**config.mk**
```make
export PLATFORM = sky130hd
export DESIGN_NAME = spi_mem_reader
export DESIGN_NICKNAME = d
export VERILOG_FILES = /design/src/rtl/spi_mem_reader.sv
export SDC_FILE = /design/constraint.sdc
export NUM_CORES = 1
export LEC_CHECK = 0
export CORE_ASPECT_RATIO = 1.5
export CORE_MARGIN = 2
export CORE_UTILIZATION = 40
export DETAILED_ROUTE_END_ITERATION = 10
export PLACE_DENSITY = 0.81
export REMOVE_ABC_BUFFERS = 1
export SYNTH_ARGS = -nofsm -noshare
export SYNTH_HDL_FRONTEND = slang
export SYNTH_SLANG_ARGS = --single-unit
```
**constraint.sdc**
```tcl
create_clock -name i_clk -period 3 [get_ports i_clk]
set_input_delay 0.6 -clock i_clk [delete_from_list [all_inputs] [get_ports i_clk]]
set_output_delay 0.6 -clock i_clk [all_outputs]
set_load 0.005 [all_outputs]
```
**src/rtl/spi_mem_reader.sv**
```systemverilog
// Read sequencer for the byte-level SPI controller: READ command, 24-bit address, N data bytes.
// Define SPI_MEM_FAST_READ_EN for FAST READ (0x0B) with one dummy byte after the address.
module spi_mem_reader (
  input  logic        i_clk,
  input  logic        i_rst,
  input  logic        i_req_valid,
  output logic        o_req_ready,
  input  logic [23:0] i_req_addr,
  input  logic [7:0]  i_req_len,
  output logic [7:0]  o_rd_data,
  output logic        o_rd_valid,
  input  logic        i_rd_ready,
  output logic        o_busy,
  output logic        o_spi_start,
  output logic        o_spi_hold_n_ss,
  output logic [7:0]  o_spi_tx_byte,
  input  logic        i_spi_ready,
  input  logic [7:0]  i_spi_rx_byte
);

`ifdef SPI_MEM_FAST_READ_EN
  localparam logic [7:0] ReadCmd = 8'h0B;
`else
  localparam logic [7:0] ReadCmd = 8'h03;
`endif

  typedef enum logic [2:0] {
    StIdle,
    StCmd,
    StAddr2,
    StAddr1,
    StAddr0,
    StData,
    StOut
`ifdef SPI_MEM_FAST_READ_EN
    ,
    StDummy
`endif
  } state_e;

  state_e      r_state, w_state_d;
  logic        r_issue, w_issue_d;
  logic [23:0] r_addr, w_addr_d;
  logic [7:0]  r_cnt, w_cnt_d;
  logic [7:0]  r_rd_data, w_rd_data_d;
  logic        r_rd_valid, w_rd_valid_d;
  logic        w_byte_phase;

  assign w_byte_phase = (r_state != StIdle) && (r_state != StOut);

  always_ff @(posedge i_clk) begin
    if (i_rst) begin
      r_state    <= StIdle;
      r_issue    <= 1'b0;
      r_addr     <= 24'h0;
      r_cnt      <= 8'h0;
      r_rd_data  <= 8'h0;
      r_rd_valid <= 1'b0;
    end else begin
      r_state    <= w_state_d;
      r_issue    <= w_issue_d;
      r_addr     <= w_addr_d;
      r_cnt      <= w_cnt_d;
      r_rd_data  <= w_rd_data_d;
      r_rd_valid <= w_rd_valid_d;
    end
  end

  always_comb begin
    w_state_d    = r_state;
    w_issue_d    = r_issue;
    w_addr_d     = r_addr;
    w_cnt_d      = r_cnt;
    w_rd_data_d  = r_rd_data;
    w_rd_valid_d = r_rd_valid;
    case (r_state)
      StIdle: begin
        if (i_req_valid) begin
          w_addr_d  = i_req_addr;
          w_cnt_d   = i_req_len;
          w_state_d = StCmd;
          w_issue_d = 1'b1;
        end
      end
      StOut: begin
        if (i_rd_ready) begin
          w_rd_valid_d = 1'b0;
          if (r_cnt == 8'h0) begin
            w_state_d = StIdle;
          end else begin
            w_cnt_d   = r_cnt - 8'h1;
            w_state_d = StData;
            w_issue_d = 1'b1;
          end
        end
      end
      default: begin
        // ISSUE lasts one cycle; WAIT ignores spi_ready until the controller has seen start.
        if (r_issue) begin
          w_issue_d = 1'b0;
        end else if (i_spi_ready) begin
          w_issue_d = 1'b1;
          case (r_state)
            StCmd:   w_state_d = StAddr2;
            StAddr2: w_state_d = StAddr1;
            StAddr1: w_state_d = StAddr0;
`ifdef SPI_MEM_FAST_READ_EN
            StAddr0: w_state_d = StDummy;
            StDummy: w_state_d = StData;
`else
            StAddr0: w_state_d = StData;
`endif
            StData: begin
              w_state_d    = StOut;
              w_issue_d    = 1'b0;
              w_rd_data_d  = i_spi_rx_byte;
              w_rd_valid_d = 1'b1;
            end
            default: begin
              w_state_d = StIdle;
              w_issue_d = 1'b0;
            end
          endcase
        end
      end
    endcase
  end

  always_comb begin
    o_spi_tx_byte   = 8'h00;
    o_spi_hold_n_ss = 1'b0;
    case (r_state)
      StCmd: begin
        o_spi_tx_byte   = ReadCmd;
        o_spi_hold_n_ss = 1'b1;
      end
      StAddr2: begin
        o_spi_tx_byte   = r_addr[23:16];
        o_spi_hold_n_ss = 1'b1;
      end
      StAddr1: begin
        o_spi_tx_byte   = r_addr[15:8];
        o_spi_hold_n_ss = 1'b1;
      end
      StAddr0: begin
        o_spi_tx_byte   = r_addr[7:0];
        o_spi_hold_n_ss = 1'b1;
      end
`ifdef SPI_MEM_FAST_READ_EN
      StDummy: o_spi_hold_n_ss = 1'b1;
`endif
      // Select is released only by the transfer of the last byte.
      StData:  o_spi_hold_n_ss = (r_cnt != 8'h0);
      StOut:   o_spi_hold_n_ss = (r_cnt != 8'h0);
      default: o_spi_hold_n_ss = 1'b0;
    endcase
  end

  assign o_spi_start = w_byte_phase & r_issue;
  assign o_req_ready = (r_state == StIdle);
  assign o_busy      = (r_state != StIdle);
  assign o_rd_data   = r_rd_data;
  assign o_rd_valid  = r_rd_valid;

endmodule

```
==> results.sh <==
export IMPL_synthesis_yosys_warnings=0
export IMPL_place_congestion=0.889
export IMPL_multiInputGateArea_um2=1170
export IMPL_placeableCoreArea_um2=5200
export IMPL_portBuffers=65
export IMPL_ioPinCount=66
export IMPL_die_area_um2=6060
export IMPL_worst_skew_pair_late_latency_ns=0.29
export IMPL_antenna_found_initial=0
export IMPL_synth_top_area_share_pct=41.4
export IMPL_die_ht_um=94.3
export IMPL_path_cells="inv_1 > ha_2 > or4b_4 > nor2_2 > maj3_1 > a21oi_1 > clkdlybuf4s50_1"
export IMPL_synthTopCellsByArea="sky130_fd_sc_hd__dfxtp_1 41%, sky130_fd_sc_hd__nand2_1 12%, sky130_fd_sc_hd__a21oi_1 8.7%, sky130_fd_sc_hd__mux2i_1 6.4%, sky130_fd_sc_hd__o21ai_0 3.0%"
export IMPL_ys_flop_type="sky130_fd_sc_hd__dfxtp_1"
export IMPL_maximum_number_of_pins_on_one_net_before_global_route_repair=26
export IMPL_post_route_drc_count=0
export IMPL_timing_hold_ws_ns=0.457
export IMPL_syn_avg_cell_area_um2=7.74
export IMPL_final_layout_size_suffix_gt1_share_pct=7.33
export IMPL_hold_viol_final=0
export IMPL_max_freq_ghz=0.348
export IMPL_synth_cell_area_um2=2180
export IMPL_synth_seq_area_share_pct=41.4
export IMPL_synth_cells=281
export IMPL_clock_tree_buffer_depth=2
export IMPL_1st_iter_drt_viols=163
export IMPL_design_final_nets=386
export IMPL_setup_tns_ns=0
export IMPL_final_min_clock_period_ns=2.88
export IMPL_antenna_diode_count=0
export IMPL_pwr_density_cell_nw_per_um2=457
export IMPL_leakagePower_nw=1.04
export IMPL_clockPowerShare_pct=28.5
export IMPL_detailedPlacementHpwl_um=3840
export IMPL_power_share_combinational_pct=21.7
export IMPL_worstHoldPathType="reg2reg"
export IMPL_top_cell_type_by_total_area_after_synthesis="sky130_fd_sc_hd__dfxtp_1"
export IMPL_via_count=2184
export IMPL_groute_usage_overall_pct=18.3
export IMPL_critical_path_peak_fanout=5
export IMPL_cts_root_buffer="sky130_fd_sc_hd__clkbuf_8"
export IMPL_crit_path_kind="reg2out"
export IMPL_cts_resized=1
export IMPL_cts_tree="yes"
export IMPL_count_of_flip_flops_with_a_built_in_enable_after_synthesis=0
export IMPL_setup_repair_after_global_routing_missed_its_margin="no"
export IMPL_wire_per_inst_um=13.0
export IMPL_critical_path_max_stage_delay_ns=0.51
export IMPL_post_cts_buffers=0
export IMPL_max_slew_margin_rel_pct=42.4
export IMPL_core_rowCount=32
export IMPL_max_cap_violations=0
export IMPL_finalWirelength_um=5310
export IMPL_fin_area_um2=2990
export IMPL_p_sw_w=0.000380
export IMPL_internal_power_w=0.000985
export IMPL_vdd_ir_drop_worst_v=0.000295
export IMPL_cp_required_ns=2.40
export IMPL_antenna_nets_post_route=0
export IMPL_netlist_cell_type_count=45
export IMPL_seq_area_um2=901
export IMPL_report_final_setup_viol=0
export IMPL_fp_dieW_um=64.2
export IMPL_clock_sink_count=45
export IMPL_vias_per_cell=5.34
export IMPL_n_fill_cell=500
export IMPL_clock_skew_final_ns=0.00305
export IMPL_post_cts_hold_buffer_count=0
export IMPL_timing_final_max_slew_violations=0
export IMPL_cts_reportedPaths_clkPinSlew_ns=0.08
export IMPL_grt_overflow=0
export IMPL_critical_path_slowest_cell="sky130_fd_sc_hd__or4b_4"
export IMPL_cp_end_kind="output port"
export IMPL_worstMarginPinSlew_ns=0.863
export IMPL_power_share_switching_pct=27.8
export IMPL_p_seq_share_pct=49.8
export IMPL_ys_seq_elements=45
export IMPL_grt_pass1_vias=1984
export IMPL_global_route_wire_length_before_repair_um=8940
export IMPL_cts_inserted_buffers=5
export IMPL_cp_data_arrival_time_ns=2.28
export IMPL_placement_cell_area_um2=2880
export IMPL_cts_htree_levels=2
export IMPL_worst_setup_path_start_kind="flop"
export IMPL_first_pass_iters=4
export IMPL_async_flop_share_pct=0
export IMPL_start_util_pct=41.8
export IMPL_syn2layout_area_growth_pct=37.2
export IMPL_run_status="finished, final reports clean"
export IMPL_layout_worst_path_cycle_share_pct=95.9
-- flip-flops by register name, summed over array words and instances, names as in the netlist --
signal      count
r_addr         24
o_rd_data       8
r_cnt           8
r_state         3
o_rd_valid      1
r_issue         1
-- cell usage in the layout (no fill, tap or decap), drive strengths merged, types with 4 or more instances in the layout --
master         instances
clkdlybuf4s50         65
mux2i                 14
clkbuf                 6
a21oi                 38
nand2                 69
o21ai                 13
nor2                  16
a31o                   4
buf                    8
nand2b                 4
inv                    6
nor3                   5
o22ai                  5
a221oi                 5
dfxtp                 45
-- worst paths after layout --
check | end | slack, ns | cells after the start | startpoint
max | o_spi_hold_n_ss | 0.12 | 7 | r_cnt[0]
min | r_addr[5] | 0.46 | 2 | r_addr[5]
max reg2reg | r_addr[15] | 0.72 | 6 | r_state[0]
min reg2reg | r_addr[5] | 0.46 | 2 | r_addr[5]
-- per-layer routing --
metal | vias up | track usage [%] | wire length (um)
li1 | 1101 | - | -
met1 | 1003 | 21.8 | 2160
met2 | 69 | 32.6 | 2810
met3 | 11 | 3.10 | 230
met4 | 0 | 7.27 | 108
met5 | - | 0 | 0
-- synthesized netlist by cell type (3+ instances only) --
cell,instances
sky130_fd_sc_hd__a21oi_1,38
sky130_fd_sc_hd__a221oi_1,5
sky130_fd_sc_hd__a22oi_1,3
sky130_fd_sc_hd__buf_2,4
sky130_fd_sc_hd__clkbuf_1,13
sky130_fd_sc_hd__dfxtp_1,45
sky130_fd_sc_hd__inv_1,5
sky130_fd_sc_hd__mux2i_1,14
sky130_fd_sc_hd__nand2_1,69
sky130_fd_sc_hd__nand2b_1,4
sky130_fd_sc_hd__nor2_1,16
sky130_fd_sc_hd__nor3_1,5
sky130_fd_sc_hd__o21ai_0,13
sky130_fd_sc_hd__o22ai_1,5
-- area by class of cell --
class	count	area share, %
clock buffer	6	2.77
clock inverter	2	0.461
inverter	6	0.754
multi-input combinational	209	39.2
sequential	45	30.2
tap	68	2.85
timing repair buffer	73	23.8
-- power by group through the flow --
stage	clock network (W)	logic [W]	registers, W
final	0.000389	0.000296	0.000680
after global routing	0.000434	0.000330	0.000688
after CTS	0.000403	0.000296	0.000679
after detailed placement	0	0.000292	0.000693
after global placement	0	0.000289	0.000690
after floorplan	0	0.000157	0.000682
-- through the flow --
step	utilization [%]	instances	total power, W	setup WS [ns]
finish	57.4	409	0.00136	0.122
global route	57.4	409	0.00145	0.0161
floorplan	-	260	0.000839	0.549
global placement	55.3	401	0.000978	0.328
detailed placement	55.3	401	0.000985	0.269
CTS	57.3	409	0.00138	0.0865
-- logic make-up (layout without fill, tap and decap cells) --
family | after synthesis | in the layout | synth area share, %
fa+ha+maj | 2 | 2 | 1.04
compound gates | 78 | 78 | 21.6
mux | 14 | 14 | 6.44
simple gates | 114 | 114 | 23.9
buf+inv | 27 | 87 | 5.23
xor+xnor | 1 | 1 | 0.403
flops | 45 | 45 | 41.4
-- worst max-delay path: cells and delay by family (launching register included) --
family / cells / cell delay [ns]
compound gates: 1 / 0.07
fa+ha+maj: 2 / 0.40
buf+inv: 2 / 0.55
flops: 1 / 0.34
simple gates: 2 / 0.64
No activity file was read; power rests on OpenSTA's default activity.
